File: src/rtl/lfsr_burst_arbiter.sv
// Round-robin arbiter sharing one LFSR core among burst requesters.
// Sequences core enable/load strobes and streams words with backpressure.
module lfsr_burst_arbiter #(
  parameter int NUM_REQ = 4,
  parameter int LEN_W   = 4,
  parameter int DATA_W  = 8,
  localparam int ID_W   = $clog2(NUM_REQ)
) (
  input  logic                     clk,
  input  logic                     rst_n,
  input  logic [NUM_REQ-1:0]       req_valid,
  input  logic [NUM_REQ*LEN_W-1:0] req_len,
  output logic [NUM_REQ-1:0]       req_ready,
  input  logic                     cfg_load_valid,
  input  logic [DATA_W-1:0]        cfg_seed,
  output logic                     cfg_load_ready,
  output logic                     core_enable,
  output logic                     core_load,
  output logic [DATA_W-1:0]        core_seed,
  input  logic [DATA_W-1:0]        core_data,
  output logic                     rsp_valid,
  input  logic                     rsp_ready,
  output logic [DATA_W-1:0]        rsp_data,
  output logic [ID_W-1:0]          rsp_id,
  output logic                     rsp_last,
  output logic                     busy
);

  typedef enum logic [1:0] {
    S_IDLE,
    S_LOAD,
    S_BURST
  } state_t;

  localparam logic [ID_W:0]   NR   = (ID_W+1)'(NUM_REQ);
  localparam logic [ID_W-1:0] LAST = ID_W'(NUM_REQ - 1);

  state_t            r_state;
  logic [ID_W-1:0]   r_ptr;
  logic [ID_W-1:0]   r_owner;
  logic [LEN_W-1:0]  r_count;
  logic [DATA_W-1:0] r_seed;

  logic [2*NUM_REQ-1:0] w_rot;
  logic                 w_any;
  logic [ID_W-1:0]      w_off;
  logic [ID_W:0]        w_sum;
  logic [ID_W:0]        w_wrap;
  logic [ID_W-1:0]      w_win;
  logic [LEN_W-1:0]     w_len;
  logic [ID_W-1:0]      w_ptr_nxt;
  logic                 w_idle;
  logic                 w_burst;
  logic                 w_grant;

  // Rotate so bit 0 is the requester at r_ptr; lowest set bit wins.
  assign w_rot = {req_valid, req_valid} >> r_ptr;

  always_comb begin
    w_any = 1'b0;
    w_off = '0;
    for (int k = NUM_REQ - 1; k >= 0; k--) begin
      if (w_rot[k]) begin
        w_any = 1'b1;
        w_off = ID_W'(k);
      end
    end
  end

  assign w_sum  = {1'b0, r_ptr} + {1'b0, w_off};
  assign w_wrap = w_sum - NR;
  assign w_win  = (w_sum >= NR) ? w_wrap[ID_W-1:0]
                                : w_sum[ID_W-1:0];
  assign w_len  = req_len[w_win*LEN_W +: LEN_W];

  assign w_ptr_nxt = (r_owner == LAST) ? '0
                                       : r_owner + 1'b1;

  assign w_idle  = (r_state == S_IDLE);
  assign w_burst = (r_state == S_BURST);
  // Acks are combinational, so gate them while reset is held.
  assign w_grant = rst_n & w_idle & ~cfg_load_valid & w_any;

  assign cfg_load_ready = rst_n & w_idle & cfg_load_valid;
  assign req_ready      = w_grant ? (NUM_REQ'(1) << w_win) : '0;
  assign core_load      = (r_state == S_LOAD);
  assign core_enable    = w_burst & rsp_ready;
  assign core_seed      = r_seed;
  assign rsp_valid      = w_burst;
  assign rsp_data       = w_burst ? core_data : '0;
  assign rsp_id         = w_burst ? r_owner : '0;
  assign rsp_last       = w_burst & (r_count == '0);
  assign busy           = ~w_idle;

  always_ff @(posedge clk or negedge rst_n) begin
    if (!rst_n) begin
      r_state <= S_IDLE;
      r_ptr   <= '0;
      r_owner <= '0;
      r_count <= '0;
      r_seed  <= '0;
    end else begin
      unique case (r_state)
        S_IDLE: begin
          if (cfg_load_valid) begin
            r_seed  <= cfg_seed;
            r_state <= S_LOAD;
          end else if (w_any) begin
            r_owner <= w_win;
            r_count <= w_len;
            r_state <= S_BURST;
          end
        end
        S_LOAD: r_state <= S_IDLE;
        S_BURST: begin
          if (rsp_ready) begin
            if (r_count == '0) begin
              r_state <= S_IDLE;
              r_ptr   <= w_ptr_nxt;
            end else begin
              r_count <= r_count - 1'b1;
            end
          end
        end
        default: r_state <= S_IDLE;
      endcase
    end
  end

endmodule

File: config.mk
export PLATFORM = sky130hd
export DESIGN_NAME = lfsr_burst_arbiter
export DESIGN_NICKNAME = d
export VERILOG_FILES = /design/src/rtl/lfsr_burst_arbiter.sv
export SDC_FILE = /design/constraint.sdc
export NUM_CORES = 1
export LEC_CHECK = 0
export CAP_MARGIN = 15
export CORE_UTILIZATION = 41
export DETAILED_ROUTE_END_ITERATION = 10
export PLACE_DENSITY_LB_ADDON = 0.15
export SLEW_MARGIN = 20
export SYNTH_ARGS = -nofsm -noshare
export SYNTH_HDL_FRONTEND = slang
export SYNTH_SLANG_ARGS = --single-unit
File: constraint.sdc
create_clock -name clk -period 3.9 [get_ports clk]
set_input_delay 0.39 -clock clk [delete_from_list [all_inputs] [get_ports clk]]
set_output_delay 0.39 -clock clk [all_outputs]
set_load 0.02 [all_outputs]
==> metrics.txt, run 1 <==
# TYPE chip_impl_metric gauge
chip_impl_info{name="outcome",value="completed"} 1
chip_impl_info{name="synth_top_flop_cell",value="dfrtp_1"} 1
chip_impl_metric{name="synth_instances",unit=""} 122
chip_impl_metric{name="max_stage_delay",unit="ns"} 0.62
chip_impl_metric{name="final_cell_count_no_fill",unit=""} 222
chip_impl_metric{name="grt_pass1_vias",unit=""} 1199
chip_impl_metric{name="power_density",unit="nW/um^2"} 698
chip_impl_metric{name="ir_drop",unit="uV"} 434
chip_impl_metric{name="antenna_found_initial",unit=""} 0
chip_impl_metric{name="post-place-ws",unit="ns"} 0.354
chip_impl_metric{name="cts-buffers-inserted",unit=""} 3
chip_impl_metric{name="clk_transition_reported_paths",unit="ns"} 0.11
chip_impl_metric{name="report.final.setup_viol",unit=""} 0
chip_impl_metric{name="finalWorstSetupSlack",unit="ns"} 0.356
chip_impl_metric{name="antenna_diode_count",unit=""} 0
chip_impl_metric{name="timing.max_slew.rel_slack",unit="%"} 69.9
chip_impl_metric{name="via_per_instance_ratio",unit=""} 5.33
chip_impl_metric{name="cp.required",unit="ns"} 3.51
chip_impl_metric{name="drv.max_cap_violation_count",unit=""} 0
chip_impl_metric{name="syn-mean-instance-area",unit="sq um"} 9.99
chip_impl_metric{name="maximum_level_of_the_cts_h_tree",unit=""} 1
chip_impl_metric{name="hold_violations",unit=""} 0
chip_impl_info{name="critical-path-top-cell-by-count",value="clkdlybuf4s50_1"} 1
chip_impl_metric{name="tritoncts_num_sinks",unit=""} 18
chip_impl_info{name="rsz0062_at_grt",value="no"} 1
chip_impl_metric{name="wl_per_cell",unit="um"} 13.8
chip_impl_metric{name="synth-seq-area-share",unit="%"} 37.0
chip_impl_metric{name="dp_cells",unit=""} 218
chip_impl_metric{name="worst_hold_slack",unit="ns"} 0.378
chip_impl_metric{name="synth_fp_nets",unit=""} 165
chip_impl_info{name="kind_of_path_behind_the_tightest_hold_check",value="primary input to asynchronous set/reset pin"} 1
chip_impl_metric{name="final-max-slew-violation-count",unit=""} 0
chip_impl_info{name="mostFrequentLayoutCell",value="clkdlybuf4s50_1"} 1
chip_impl_metric{name="final_net_count",unit=""} 235
chip_impl_metric{name="drt_pre_antenna_iters",unit=""} 4
chip_impl_metric{name="initialDrtViolationCount",unit=""} 36
chip_impl_info{name="critical_path.startpoint",value="req_valid[2]"} 1
chip_impl_metric{name="fp.dieW",unit="um"} 56.5
chip_impl_metric{name="worstMarginPinSlew",unit="ns"} 0.449
chip_impl_metric{name="final_antenna_net_count",unit=""} 0
chip_impl_info{name="worstReg2RegStart",value="r_ptr[0]"} 1
chip_impl_metric{name="insertion_delay",unit="ns"} 0.30
chip_impl_metric{name="yosysWarnings",unit=""} 0
chip_impl_metric{name="portBuffers",unit=""} 67
chip_impl_info{name="cts_tree",value="built"} 1
chip_impl_metric{name="synth_area",unit="sq um"} 1220
chip_impl_metric{name="track_usage",unit="%"} 20.1
chip_impl_info{name="start_kind",value="primary input"} 1
chip_impl_metric{name="fp.dieArea",unit="sq um"} 3190
chip_impl_metric{name="critPathMaxFanout",unit=""} 9
chip_impl_metric{name="leakage",unit="uW"} 0.000836
chip_impl_metric{name="filler_cell_count",unit=""} 228
chip_impl_metric{name="post-cts-setup-buffer-count",unit=""} 0
chip_impl_info{name="worstSetupPathType",value="primary input to output pin"} 1
chip_impl_metric{name="post_synth_edffs",unit=""} 0
chip_impl_metric{name="cts_max_path_buffers",unit=""} 2
chip_impl_metric{name="fin_worst_skew",unit="ns"} 0.00483
chip_impl_metric{name="ctsResizeCount",unit=""} 0
chip_impl_metric{name="io_pins",unit=""} 68
chip_impl_info{name="worstPathCellList",value="clkdlybuf4s50_1, nor2_1, o21ai_0, o221ai_1, ha_1, xor2_1, xnor2_2, nor3b_2, clkdlybuf4s50_1"} 1
chip_impl_metric{name="dp.final_hpwl",unit="um"} 2460
chip_impl_info{name="cp-end-kind",value="output pin"} 1
chip_impl_info{name="cp_slowest_cell",value="clkdlybuf4s50_1"} 1
chip_impl_metric{name="grt-ovfl-total",unit=""} 0
chip_impl_metric{name="fmax",unit="MHz"} 282
chip_impl_metric{name="routed_wl",unit="um"} 3060
chip_impl_info{name="cell_taking_the_most_area_after_synthesis",value="dfrtp_1"} 1
chip_impl_metric{name="core",unit="sq um"} 2780
chip_impl_metric{name="fp-row-count",unit=""} 19
chip_impl_metric{name="grt_pass1_wl",unit="um"} 5090
chip_impl_metric{name="drive_above_1_share",unit="%"} 6.81
chip_impl_metric{name="timing.final.crit_period",unit="ns"} 3.54
chip_impl_metric{name="finalCritPeriodShare",unit="%"} 90.9
chip_impl_metric{name="finalWeightedCongestion",unit=""} 0.818
chip_impl_metric{name="timing.setup.tns",unit="ns"} 0
chip_impl_metric{name="synthToLayoutAreaGrowth",unit="%"} 61.1
chip_impl_info{name="clock_tree.root_cell",value="clkbuf_4"} 1
chip_impl_metric{name="yosys_register_bits",unit=""} 18
chip_impl_metric{name="synth_top_area_share",unit="%"} 37.0
chip_impl_metric{name="floorplan.initialDensity",unit="%"} 43.8
chip_impl_info{name="crit_family",value="buffers and inverters"} 1
chip_impl_metric{name="cp_num_buf_inv",unit=""} 2
chip_impl_metric{name="asyncSetResetFlopFracSynth",unit="%"} 100
chip_impl_metric{name="synth_cell_types",unit=""} 41
chip_impl_metric{name="post-layout-total-power",unit="uW"} 1370
chip_impl_metric{name="vias",unit=""} 1183
chip_impl_info{name="final_cell_mix",value="clkdlybuf4s50_1, dfrtp_1, nand2_1, and2_1, nor2_1"} 1
chip_impl_metric{name="hold_buffers",unit=""} 0
chip_impl_info{name="post_synth_main_area_contributors",value="dfrtp_1, mux4_1, mux2_1"} 1
chip_impl_metric{name="drc",unit=""} 0
chip_impl_metric{name="fp.dieH",unit="um"} 56.5
chip_impl_metric{name="cp.arrival",unit="ns"} 3.15
chip_impl_metric{name="maximum_number_of_pins_on_one_net_before_global_route_repair",unit=""} 15
==> final timing paths <==
check / end / slack [ns] / depth (start not counted)
hold / removal: r_owner[1] / 0.38 / 1
setup reg to reg: r_count[2] / 1.21 / 10
min in group clk: core_seed[7] / 0.49 / 1
hold reg to reg: core_seed[7] / 0.49 / 1
max in group asynchronous: core_seed[3] / 3.01 / 2
setup / recovery: req_ready[2] / 0.36 / 9
==> metrics by stage <==
stage / area, sq um / utilization, %
finish: 1960 / 70.6
global route: 1960 / 70.6
CTS: 1960 / 70.6
detailed placement: 1930 / 69.3
global placement: 1930 / 69.3
floorplan: 1220 / -
==> cell type report <==
| type | count | area [sq um] | share of cell area [%] |
|---|---|---|---|
| Clock buffer | 4 | 36.3 | 1.85 |
| Multi-Input combinational cell | 93 | 722 | 36.8 |
| Timing Repair Buffer | 70 | 693 | 35.3 |
| Tap cell | 31 | 38.8 | 1.98 |
| Inverter | 6 | 22.5 | 1.15 |
| Sequential cell | 18 | 450 | 22.9 |
==> logic make-up (layout without fill, tap and decap cells) <==
logic type      after synthesis  in the layout  share of synthesized area [%]
compound gates               21             21                           13.0
flops                        18             18                           37.0
fa+ha+maj                     3              3                           3.08
mux                          14             14                           17.8
simple gates                 53             53                           23.3
xor+xnor                      2              2                           2.05
buf+inv                      11             80                           3.80
==> state kept, by name (all words and copies together), names as in the netlist <==
| signal | count |
|---|---|
| core_seed | 8 |
| r_ptr | 2 |
| r_count | 4 |
| r_owner | 2 |
| r_state | 2 |
==> routing by layer <==
| metal | wire length, um | global-route usage [%] | vias up |
|---|---|---|---|
| met1 | 1210 | 23.1 | 562 |
| met5 | 0 | 0 | - |
| met2 | 1700 | 38.2 | 36 |
| li1 | - | - | 579 |
| met4 | 40 | 6.27 | 0 |
| met3 | 106 | 2.30 | 6 |
==> cell usage after synthesis, types with 2 or more instances <==
master	count
dfrtp_1	18
nand2_1	13
and2_1	11
nor2_1	11
mux2_1	9
inv_1	4
mux4_1	4
nand2b_1	4
o21ai_0	4
a211o_1	3
clkbuf_1	3
ha_1	3
a211oi_1	2
a31oi_1	2
nand3_1	2
nor3_1	2
nor3b_1	2
o21ai_1	2
==> power breakdown <==
| part | internal, uW | switching (uW) | leakage (uW) |
|---|---|---|---|
| clock | 56.9 | 59.5 | 0.0000210 |
| combinational | 460 | 441 | 0.000597 |
| sequential | 278 | 74.9 | 0.000218 |
(Power assumes the default switching activity.)
==> inputs of run 2 (changes only) <==
--- a/config.mk
+++ b/config.mk
@@ -8,6 +8,7 @@
 export CAP_MARGIN = 15
 export CORE_UTILIZATION = 41
 export DETAILED_ROUTE_END_ITERATION = 10
+export GPL_ROUTABILITY_DRIVEN = 0
 export PLACE_DENSITY_LB_ADDON = 0.15
 export SLEW_MARGIN = 20
 export SYNTH_ARGS = -nofsm -noshare
==> constraint.sdc (replaced) <==
create_clock -name clk -period 3.9 [get_ports clk]
set_input_delay 0.39 -clock clk [delete_from_list [all_inputs] [get_ports clk]]
set_output_delay 0.39 -clock clk [all_outputs]
set_load 0.05 [all_outputs]
==> metrics.txt, run 2 (synthesis gave the netlist of run 1 again) <==
# TYPE chip_impl_metric gauge
chip_impl_metric{name="track_usage",unit="%"} 20.2
chip_impl_metric{name="clk_transition_reported_paths",unit="ns"} 0.10
chip_impl_metric{name="fp.dieW",unit="um"} 56.5
chip_impl_metric{name="finalInstanceArea",unit="sq um"} 1970
chip_impl_info{name="worstSetupPathType",value="primary input to output pin"} 1
chip_impl_metric{name="grt-ovfl-total",unit=""} 0
chip_impl_metric{name="cp.required",unit="ns"} 3.51
chip_impl_metric{name="grt_pass1_vias",unit=""} 1208
chip_impl_metric{name="report.final.setup_viol",unit=""} 0
chip_impl_metric{name="initialDrtViolationCount",unit=""} 36
chip_impl_info{name="final_cell_mix",value="clkdlybuf4s50_1, dfrtp_1, nand2_1, and2_1, nor2_1"} 1
chip_impl_metric{name="post-place-ws",unit="ns"} 0.392
chip_impl_metric{name="cts-buffers-inserted",unit=""} 3
chip_impl_metric{name="leakage",unit="uW"} 0.000845
chip_impl_metric{name="routed_wl",unit="um"} 3130
chip_impl_metric{name="hold_violations",unit=""} 0
chip_impl_metric{name="fmax",unit="MHz"} 284
chip_impl_metric{name="final_antenna_net_count",unit=""} 0
chip_impl_metric{name="seq_area",unit="sq um"} 450
chip_impl_metric{name="power_density",unit="nW/um^2"} 829
chip_impl_metric{name="drc",unit=""} 0
chip_impl_metric{name="drive_above_1_share",unit="%"} 8.33
chip_impl_metric{name="drv.max_cap_violation_count",unit=""} 0
chip_impl_metric{name="multi_input_comb_area",unit="sq um"} 722
chip_impl_metric{name="worstMarginPinSlew",unit="ns"} 0.513
chip_impl_info{name="clock_tree.root_cell",value="clkbuf_4"} 1
chip_impl_metric{name="final_net_count",unit=""} 236
chip_impl_info{name="outcome",value="completed"} 1
chip_impl_metric{name="filler_cell_count",unit=""} 224
chip_impl_metric{name="portBuffers",unit=""} 67
chip_impl_metric{name="largest_register_ffs",unit=""} 8
chip_impl_metric{name="via_per_instance_ratio",unit=""} 5.43
chip_impl_metric{name="fin_worst_skew",unit="ns"} 0.00218
chip_impl_metric{name="maximum_number_of_pins_on_one_net_before_global_route_repair",unit=""} 15
chip_impl_info{name="rsz0062_at_grt",value="no"} 1
chip_impl_metric{name="insertion_delay",unit="ns"} 0.29
chip_impl_metric{name="core",unit="sq um"} 2780
chip_impl_metric{name="antenna_found_initial",unit=""} 0
chip_impl_metric{name="fp.dieArea",unit="sq um"} 3190
chip_impl_metric{name="timing.setup.tns",unit="ns"} 0
chip_impl_info{name="cp-end-kind",value="output pin"} 1
chip_impl_metric{name="dp.final_hpwl",unit="um"} 2460
chip_impl_metric{name="timing.final.crit_period",unit="ns"} 3.52
chip_impl_metric{name="fp-row-count",unit=""} 19
chip_impl_info{name="start_kind",value="primary input"} 1
chip_impl_metric{name="cts_max_path_buffers",unit=""} 2
chip_impl_metric{name="wl_per_cell",unit="um"} 14.0
chip_impl_metric{name="antenna_diode_count",unit=""} 0
chip_impl_metric{name="drt_pre_antenna_iters",unit=""} 5
chip_impl_metric{name="hold_buffers",unit=""} 0
chip_impl_metric{name="finalCritPeriodShare",unit="%"} 90.4
chip_impl_metric{name="io_pins",unit=""} 68
chip_impl_info{name="mostFrequentLayoutCell",value="clkdlybuf4s50_1"} 1
chip_impl_metric{name="fp.dieH",unit="um"} 56.5
chip_impl_metric{name="post-route-util",unit="%"} 70.7
chip_impl_metric{name="maximum_level_of_the_cts_h_tree",unit=""} 1
chip_impl_metric{name="ctsResizeCount",unit=""} 0
chip_impl_metric{name="finalWorstSetupSlack",unit="ns"} 0.376
chip_impl_metric{name="timing.max_slew.rel_slack",unit="%"} 65.7
chip_impl_metric{name="grt_pass1_wl",unit="um"} 5130
chip_impl_metric{name="ir_drop",unit="uV"} 541
chip_impl_metric{name="synthToLayoutAreaGrowth",unit="%"} 61.3
chip_impl_metric{name="cp.arrival",unit="ns"} 3.13
chip_impl_info{name="kind_of_path_behind_the_tightest_hold_check",value="primary input to asynchronous set/reset pin"} 1
chip_impl_metric{name="place_area",unit="sq um"} 1930
chip_impl_metric{name="vias",unit=""} 1211
chip_impl_metric{name="tritoncts_num_sinks",unit=""} 18
chip_impl_metric{name="floorplan.initialDensity",unit="%"} 43.8
chip_impl_metric{name="post-cts-setup-buffer-count",unit=""} 0
chip_impl_metric{name="post-layout-total-power",unit="uW"} 1630
chip_impl_metric{name="final-max-slew-violation-count",unit=""} 0
chip_impl_info{name="cts_tree",value="built"} 1
chip_impl_metric{name="critPathMaxFanout",unit=""} 7
## run 2: cell types whose count changed in the layout (fill, tap and decap cells not counted)
| cell | previous run | this run |
|---|---|---|
| clkdlybuf4s50_1 | 67 | 65 |
| buf_4 | 3 | 6 |
## run 2: worst paths after layout
check | end | slack (ns) | from | depth (start not counted)
worst max-delay path | req_ready[1] | 0.38 | req_valid[2] | 9
worst max register to register | r_count[2] | 1.20 | r_ptr[0] | 8
worst min-delay path | r_owner[1] | 0.41 | rst_n | 1
max in group asynchronous | core_seed[3] | 2.95 | rst_n | 2
worst min register to register | core_seed[3] | 0.49 | core_seed[3] | 1
min in group clk | core_seed[3] | 0.49 | core_seed[3] | 1
## run 2: metrics by stage
step                      instances  hold WS, ns
after CTS                       223        0.429
after floorplan                 122       0.0944
after detailed placement        219        0.475
after global routing            223        0.435
after global placement          219        0.467
final                           223        0.409
## run 2: power breakdown
group          leakage (uW)  switching, uW  internal (uW)
clock network     0.0000210           59.4           56.9
registers          0.000218           75.6            278
logic              0.000606            689            471
total              0.000845            824            806
## run 2: final cells by class
cell class	instances	share of cell area [%]
Clock buffer	4	1.85
Inverter	6	1.15
Multi-Input combinational cell	93	36.7
Sequential cell	18	22.9
Tap cell	31	1.97
Timing Repair Buffer	71	35.4
## run 2: critical path, stage by stage
cell,delay [ns]
clkdlybuf4s50_1,0.54
nor2_1,0.27
o21ai_0,0.14
o221ai_1,0.19
ha_1,0.20
xor2_1,0.24
xnor2_2,0.14
nor3b_1,0.20
clkdlybuf4s50_1,0.83
## run 2: metal layers
layer / wire, um / part of all wire [%] / up-vias / GRT usage, %
met3: 193 / 6.2 / 5 / 3.00
li1: - / - / 586 / -
met4: 27 / 0.86 / 0 / 5.23
met1: 1180 / 38 / 569 / 22.3
met5: 0 / 0 / - / 0
met2: 1730 / 55 / 51 / 39.3
